File: src/rtl/uart_rx_param.sv
// uart_rx_param: parametrised UART receiver with majority-vote sampling.
//
// The receiver synchronises the rx line with two flops. It detects a start edge
// and then rejects false starts. Data bits arrive LSB first, followed by an
// optional parity bit and 1 or 2 stop bits. Each completed frame is passed to
// the consumer through a data_ready / data_ack handshake.
//
// Ports:
//   clk          system clock, rising edge
//   reset        asynchronous active-low reset
//   rx_en        receiver enable (level); low forces the FSM back to IDLE
//   rx           serial line, idle high, asynchronous to clk
//   data_ack     one-cycle pulse, consumer has taken data_out
//   data_out     payload of the last accepted frame
//   data_ready   level, held until data_ack
//   parity_error parity mismatch on the last accepted frame
//   stop_error   a stop bit was sampled 0 on the last accepted frame
//   overrun      sticky, a frame completed while data_ready was still set
//   break_det    one-cycle pulse on an all-zero frame (reported even if discarded)
module uart_rx_param #(
  parameter int DATA_WIDTH   = 8,
  parameter int PARITY       = 0,
  parameter int STOP_BITS    = 1,
  parameter int CLKS_PER_BIT = 16
) (
  input  logic                  clk,
  input  logic                  reset,
  input  logic                  rx_en,
  input  logic                  rx,
  input  logic                  data_ack,
  output logic [DATA_WIDTH-1:0] data_out,
  output logic                  data_ready,
  output logic                  parity_error,
  output logic                  stop_error,
  output logic                  overrun,
  output logic                  break_det
);

  localparam int CW = $clog2(CLKS_PER_BIT);
  localparam int BW = $clog2(DATA_WIDTH) + 1;
  localparam int M  = CLKS_PER_BIT / 2;
  localparam logic [CW-1:0] CNT_LAST  = CW'(CLKS_PER_BIT - 1);
  localparam logic [CW-1:0] SAMP_A    = CW'(M - 1);
  localparam logic [CW-1:0] SAMP_B    = CW'(M);
  localparam logic [CW-1:0] SAMP_C    = CW'(M + 1);
  localparam logic [BW-1:0] BIT_LAST  = BW'(DATA_WIDTH - 1);
  localparam logic          STOP_LAST = 1'(STOP_BITS - 1);
  localparam logic          HAS_PAR   = (PARITY == 32'sd1) || (PARITY == 32'sd2);
  localparam logic          ODD_PAR   = (PARITY == 32'sd2);

  typedef enum logic [2:0] {
    S_IDLE  = 3'd0,
    S_START = 3'd1,
    S_DATA  = 3'd2,
    S_PAR   = 3'd3,
    S_STOP  = 3'd4
  } state_t;

  // Expected parity bit for a payload: even parity is the XOR, odd its inverse.
  function automatic logic expected_parity(input logic [DATA_WIDTH-1:0] d,
                                           input logic odd);
    expected_parity = (^d) ^ odd;
  endfunction

  state_t                  state_r, state_nxt_s;
  logic                    sync1_r, sync2_r, prev_r;
  logic [CW-1:0]           cnt_r;
  logic                    samp_a_r, samp_b_r;
  logic [BW-1:0]           bit_idx_r;
  logic                    stop_idx_r;
  logic                    stop_flag_r;
  logic                    par_bit_r;
  logic [DATA_WIDTH-1:0]   shift_r;

  logic rxs_s, fall_s, mid_s, maj_s, done_s;
  logic frame_stop_err_s, frame_par_err_s, frame_break_s;

  assign rxs_s  = sync2_r;
  assign fall_s = prev_r & ~rxs_s;
  assign mid_s  = (state_r != S_IDLE) && (cnt_r == SAMP_C);
  // Third sample is the live value; the first two were captured on the previous cycles.
  assign maj_s  = (samp_a_r & samp_b_r) | (samp_a_r & rxs_s) | (samp_b_r & rxs_s);
  assign done_s = rx_en && (state_r == S_STOP) && mid_s && (stop_idx_r == STOP_LAST);

  // The final stop bit is still only in maj_s when the frame completes.
  assign frame_stop_err_s = stop_flag_r | ~maj_s;
  assign frame_par_err_s  = HAS_PAR && (par_bit_r != expected_parity(shift_r, ODD_PAR));
  assign frame_break_s    = (shift_r == '0) && !par_bit_r && frame_stop_err_s;

  // FSM state register.
  always_ff @(posedge clk or negedge reset) begin
    if (!reset) begin
      state_r <= S_IDLE;
    end else begin
      state_r <= state_nxt_s;
    end
  end

  // FSM next-state logic.
  always_comb begin
    state_nxt_s = state_r;
    if (!rx_en) begin
      state_nxt_s = S_IDLE;
    end else begin
      case (state_r)
        S_IDLE: begin
          if (fall_s) state_nxt_s = S_START;
          else        state_nxt_s = S_IDLE;
        end
        S_START: begin
          if (mid_s) state_nxt_s = maj_s ? S_IDLE : S_DATA;
          else       state_nxt_s = S_START;
        end
        S_DATA: begin
          if (mid_s && (bit_idx_r == BIT_LAST)) state_nxt_s = HAS_PAR ? S_PAR : S_STOP;
          else                                  state_nxt_s = S_DATA;
        end
        S_PAR: begin
          if (mid_s) state_nxt_s = S_STOP;
          else       state_nxt_s = S_PAR;
        end
        S_STOP: begin
          if (mid_s && (stop_idx_r == STOP_LAST)) state_nxt_s = S_IDLE;
          else                                    state_nxt_s = S_STOP;
        end
        default: state_nxt_s = S_IDLE;
      endcase
    end
  end

  // Synchroniser, bit timing, sampling and frame shift register.
  always_ff @(posedge clk or negedge reset) begin
    if (!reset) begin
      sync1_r     <= 1'b1;
      sync2_r     <= 1'b1;
      prev_r      <= 1'b1;
      cnt_r       <= '0;
      samp_a_r    <= 1'b1;
      samp_b_r    <= 1'b1;
      bit_idx_r   <= '0;
      stop_idx_r  <= 1'b0;
      stop_flag_r <= 1'b0;
      par_bit_r   <= 1'b0;
      shift_r     <= '0;
    end else begin
      sync1_r <= rx;
      sync2_r <= sync1_r;
      prev_r  <= sync2_r;

      // The counter runs freely through the whole frame so the bit period never drifts.
      if ((state_r == S_IDLE) || (state_nxt_s == S_IDLE)) begin
        cnt_r <= '0;
      end else if (cnt_r == CNT_LAST) begin
        cnt_r <= '0;
      end else begin
        cnt_r <= cnt_r + {{(CW-1){1'b0}}, 1'b1};
      end

      if (cnt_r == SAMP_A) samp_a_r <= rxs_s;
      if (cnt_r == SAMP_B) samp_b_r <= rxs_s;

      if (state_r != S_DATA) begin
        bit_idx_r <= '0;
      end else if (mid_s) begin
        bit_idx_r <= bit_idx_r + {{(BW-1){1'b0}}, 1'b1};
      end

      if (state_r != S_STOP) begin
        stop_idx_r <= 1'b0;
      end else if (mid_s) begin
        stop_idx_r <= ~stop_idx_r;
      end

      if (state_r == S_START) begin
        stop_flag_r <= 1'b0;
        par_bit_r   <= 1'b0;
      end else begin
        if ((state_r == S_STOP) && mid_s && !maj_s) stop_flag_r <= 1'b1;
        if ((state_r == S_PAR) && mid_s)            par_bit_r   <= maj_s;
      end

      if ((state_r == S_DATA) && mid_s) shift_r <= {maj_s, shift_r[DATA_WIDTH-1:1]};
    end
  end

  // Host-side handshake: accept or discard completed frames, ack clears.
  always_ff @(posedge clk or negedge reset) begin
    if (!reset) begin
      data_out     <= '0;
      data_ready   <= 1'b0;
      parity_error <= 1'b0;
      stop_error   <= 1'b0;
      overrun      <= 1'b0;
      break_det    <= 1'b0;
    end else begin
      break_det <= done_s && frame_break_s;
      if (done_s) begin
        if (!data_ready || data_ack) begin
          data_out     <= shift_r;
          parity_error <= frame_par_err_s;
          stop_error   <= frame_stop_err_s;
          data_ready   <= 1'b1;
        end else begin
          overrun <= 1'b1;
        end
      end else if (data_ack && data_ready) begin
        data_ready <= 1'b0;
        overrun    <= 1'b0;
      end
    end
  end

endmodule

File: config.mk
export PLATFORM = sky130hd
export DESIGN_NAME = uart_rx_param
export DESIGN_NICKNAME = d
export VERILOG_FILES = /design/src/rtl/uart_rx_param.sv
export SDC_FILE = /design/constraint.sdc
export NUM_CORES = 1
export LEC_CHECK = 0
export CAP_MARGIN = 20
export CORE_MARGIN = 4
export CORE_UTILIZATION = 30
export DETAILED_ROUTE_END_ITERATION = 16
export GPL_TIMING_DRIVEN = 0
export PLACE_DENSITY = 0.45
export SLEW_MARGIN = 40
export SYNTH_ARGS = -nofsm -noshare
export SYNTH_HDL_FRONTEND = slang
export SYNTH_SLANG_ARGS = --single-unit
File: constraint.sdc
create_clock -name clk -period 2.3 [get_ports clk]
set_clock_uncertainty 0.2 [all_clocks]
set_input_delay 0.46 -clock clk [delete_from_list [all_inputs] [get_ports clk]]
set_output_delay 0.46 -clock clk [all_outputs]
set_load 0.03 [all_outputs]
==> results of run 1 <==
==> timing repair <==
item	CTS	global route
hold buffers	1	0
gates resized for setup	0	0
endpoints found under the hold margin	34	0
==> sequential cells by signal (all words and copies together) (netlist names) <==
name and cells:
data_out 8, shift_r 8, bit_idx_r 4, cnt_r 4, state_r 3, break_det 1
data_ready 1, overrun 1, par_bit_r 1, prev_r 1, rxs_s 1, samp_a_r 1
samp_b_r 1, stop_error 1, stop_flag_r 1, stop_idx_r 1, sync1_r 1
==> through the flow <==
stage	power [mW]	TNS, ns	instances	hold slack [ns]
5_1_grt	1.24	0	247	0.165
6_report	1.18	0	247	0.159
2_1_floorplan	0.724	0	150	-0.0356
3_5_place_dp	0.750	0	238	0.149
4_1_cts	1.21	0	247	0.160
3_3_place_gp	0.749	-13.03	238	0.148
==> path summary, 6_finish.rpt <==
| check | end |
|---|---|
| hold / removal | rxs_s$_DFF_PN1_ |
| max in group asynchronous | samp_a_r$_DFFE_PN1N_ |
| hold reg to reg | rxs_s$_DFF_PN1_ |
| min in group asynchronous | bit_idx_r[0]$_DFFE_PN0P_ |
| setup reg to reg | data_out[7]$_DFFE_PN0P_ |
| setup / recovery | data_out[7]$_DFFE_PN0P_ |
==> cell type report <==
type / instances / area (µm²) / area share (%)
plain buffers: 4 / 25.0 / 1.18
clock buffers: 6 / 72.6 / 3.43
clock inverters: 2 / 12.5 / 0.592
inverters: 7 / 26.3 / 1.24
multi-input cells: 100 / 737 / 34.9
flip-flops and latches: 39 / 982 / 46.5
well taps: 72 / 90.1 / 4.26
repair buffers: 17 / 168 / 7.93
==> worst reg2reg max path, cell delays in order, from the launching register on <==
cell and delay, ns:
dfrtp_1 0.43, ha_1 0.27, and4bb_1 0.25, and3_1 0.19, buf_4 0.15, nand2_4 0.13, mux2_2 0.34
==> cell usage in the layout (no fill, tap or decap), types with 2 or more instances in the layout <==
cell,netlist,final
nand3b_1,2,2
dfstp_2,5,5
xnor2_1,3,3
xor2_1,2,2
dfrtp_1,34,34
a31oi_1,2,2
inv_2,2,2
mux2_2,16,16
o21ai_0,9,9
a21oi_1,8,8
nand2_1,12,12
nor3_1,3,3
nor4_1,3,3
buf_4,2,3
nor2_1,8,8
a221oi_2,2,2
clkbuf_8,0,5
clkdlybuf4s50_1,0,15
ha_1,4,4
inv_1,5,5
nand3_1,5,5
==> power breakdown <==
| group | leakage (nW) | internal, mW | total [mW] | switching (mW) |
|---|---|---|---|---|
| clock network | 0.0412 | 0.212 | 0.442 | 0.231 |
| logic | 0.394 | 0.0134 | 0.0405 | 0.0271 |
| registers | 0.527 | 0.692 | 0.696 | 0.00444 |
| total | 0.962 | 0.917 | 1.18 | 0.262 |
==> kinds of logic (layout without fill, tap and decap cells) <==
family | Yosys count | after routing
simple gates | 46 | 46
flops | 39 | 39
compound gates | 27 | 27
mux | 16 | 16
buf+inv | 11 | 36
fa+ha+maj | 5 | 5
xor+xnor | 5 | 5
other cells | 1 | 1
==> Yosys cell counts <==
master / instances / area (µm²)
a211oi_1: 1 / 7.51
and2_1: 1 / 6.26
or4_1: 1 / 7.51
o21ai_0: 9 / 45.0
clkbuf_2: 1 / 5.00
a22oi_1: 1 / 7.51
nor3b_1: 1 / 7.51
ha_1: 4 / 50.1
nor2b_1: 1 / 6.26
nor3_1: 3 / 15.0
a32oi_1: 1 / 8.76
conb_1: 1 / 3.75
and3b_1: 1 / 8.76
a21oi_1: 8 / 40.0
nand2_4: 1 / 11.3
nand3b_1: 2 / 15.0
buf_4: 2 / 15.0
a31oi_1: 2 / 12.5
nand3b_4: 1 / 20.0
nor3b_2: 1 / 12.5
and4bb_1: 1 / 12.5
o211a_2: 1 / 10.0
or2b_2: 1 / 8.76
xor2_1: 2 / 17.5
mux2_2: 16 / 180
xnor2_1: 3 / 26.3
inv_2: 2 / 7.51
nand4_1: 1 / 6.26
a2111o_1: 1 / 11.3
nor4_1: 3 / 18.8
dfstp_2: 5 / 131
and3_1: 1 / 6.26
maj3_1: 1 / 10.0
dfrtp_1: 34 / 851
nor2_1: 8 / 30.0
nand2b_1: 1 / 6.26
inv_1: 5 / 18.8
buf_2: 1 / 5.00
nand3_1: 5 / 25.0
nand2_1: 12 / 45.0
a221oi_2: 2 / 30.0
o21a_1: 1 / 7.51
==> routing by layer <==
metal | vias to the layer above | wire [µm] | GRT usage [%] | share of wire (%)
met1 | 603 | 1640 | 13.8 | 49
met2 | 23 | 1540 | 15.9 | 46
met3 | 4 | 147 | 3.69 | 4.4
met5 | - | 0 | 0 | 0
li1 | 580 | - | - | -
met4 | 0 | 36 | 4.17 | 1.1
==> flow_summary_export.csv, run 1 <==
group,metric,value,unit
power_and_ir_drop,power_density,558,mW/mm²
floorplan,core_area,0.00561,mm²
setup_path,worstRegToRegCells,6,
worst_hold_path,hp-start,"sync1_r$_DFF_PN1_",
route,ant_nets,0,
synthesis,synth_compound_gate_area_share,10.2,%
global_route,grt_pass1_vias,1266,
place,placed_area,0.00202,mm²
timing,worst_slew_pin_slew,0.502,ns
timing,slew_headroom,66.5,%
place,gp_congestion,0.766,
timing,timing.fmax,0.484,GHz
clock_tree,tritoncts,"yes",
place,hpwl,2440,µm
timing,rsz0062_at_grt,"no",
synthesis,synthCells,150,
cells_and_area,drive_gt1_share,24.0,%
floorplan,fp.dieH,84.8,µm
synthesis,netlist_area,0.00177,mm²
synthesis,ys_seq_area_share,55.5,%
global_route,grt_use_total,10.5,%
floorplan,num_rows,27,
synthesis,ys_types,42,
route,num_vias,1210,
route,first_pass_iters,4,
setup_path,cp_num_buf_inv,1,
clock_tree,clock-sinks,39,
synthesis,yosys.area_share.simple,15.2,%
cells_and_area,stdcell_area,0.00211,mm²
status,status,"finished, final reports clean",
setup_path,critPathKind,"reg -> reg",
synthesis,synth_xor_area_share,2.47,%
global_route,antenna_found_initial,0,
setup_path,crit_path_end_kind,"flip-flop",
setup_path,r2r-start,"cnt_r[0]$_DFF_PN0_",
setup_path,crit_path_top_delay_cell,"dfrtp_1",
global_route,grt-ovfl-total,0,
cells_and_area,finalCoreUtilization,37.7,%
floorplan,die_w,84.8,µm
power_and_ir_drop,vdd_ir_drop_max,0.000251,V
timing,slew_viol_final,0,
synthesis,synth-adder-area-share,3.39,%
clock_tree,path_clk_slew,0.07,ns
clock_tree,cts_htree_levels,2,
route,wl_per_cell,13.6,µm
setup_path,path_depth,6,
place,io_buffer_count,16,
setup_path,cp.arrival,2.03,ns
global_route,grt_pass1_wl,6010,µm
floorplan,pin_count,18,
flow_run,cap_violations,0,
timing,hold_violations,0,
setup_path,rrSetupSlack,0.23,ns
synthesis,syn_avg_cell_area,11.8,µm²
clock_tree,numCtsBuffers,5,
route,routed_wl,3360,µm
place,pre_cts_ws,0.134,ns
clock_tree,root_buffer,"clkbuf_8",
timing,setup_viol,0,
route,drtIter0Drc,72,
setup_path,path_delay_family,"simple AND/OR/NAND/NOR gates",
synthesis,yosys_warnings,0,
setup_path,crit_path_start,"cnt_r[0]$_DFF_PN0_",
global_route,grt_max_degree,40,
timing,fin_crit_sh,89.8,%
synthesis,yosys_register_bits,39,
timing,min_period,2.07,ns
cells_and_area,nets,183,
floorplan,initial_core_util,31.6,%
route,post-route-drc-count,0,
setup_path,critPathMaxFanout,8,
worst_hold_path,hp-class,"reg -> reg",
clock_tree,clockBufferDepth,2,
setup_path,max_stage_delay,0.43,ns
synthesis,syn-num-nets,159,
worst_hold_path,hold_path_depth,0,
setup_path,crit_chain,"ha_1, and4bb_1, and3_1, buf_4, nand2_4, mux2_2",
timing,setup_slack,0.235,ns
power_and_ir_drop,p_leak,0.962,nW
clock_tree,clk-insertion-delay-late,0.28,ns
route,vias_per_cell,4.90,
setup_path,cp.required,2.27,ns
cells_and_area,syn_to_final_growth,19.4,%
clock_tree,post-cts-setup-buffers,0,
synthesis,synth.mux.area_fraction,10.2,%
cells_and_area,diodes,0,
floorplan,dieArea,0.00719,mm²
synthesis,synth_top_family_by_area,"simple AND/OR/NAND/NOR gates",
cells_and_area,fill_cells,569,
setup_path,worstSetupStartpointType,"flip-flop",
(Power assumes the default switching activity.)
==> run 2: changes to the inputs <==
--- a/config.mk
+++ b/config.mk
@@ -5,6 +5,7 @@
 export SDC_FILE = /design/constraint.sdc
 export NUM_CORES = 1
 export LEC_CHECK = 0
+export ABC_CLOCK_PERIOD_IN_PS = 2300
 export CAP_MARGIN = 20
 export CORE_MARGIN = 4
 export CORE_UTILIZATION = 30
==> results of run 2 <==
Final layout, timing and power as in run 1 (identical DEF).
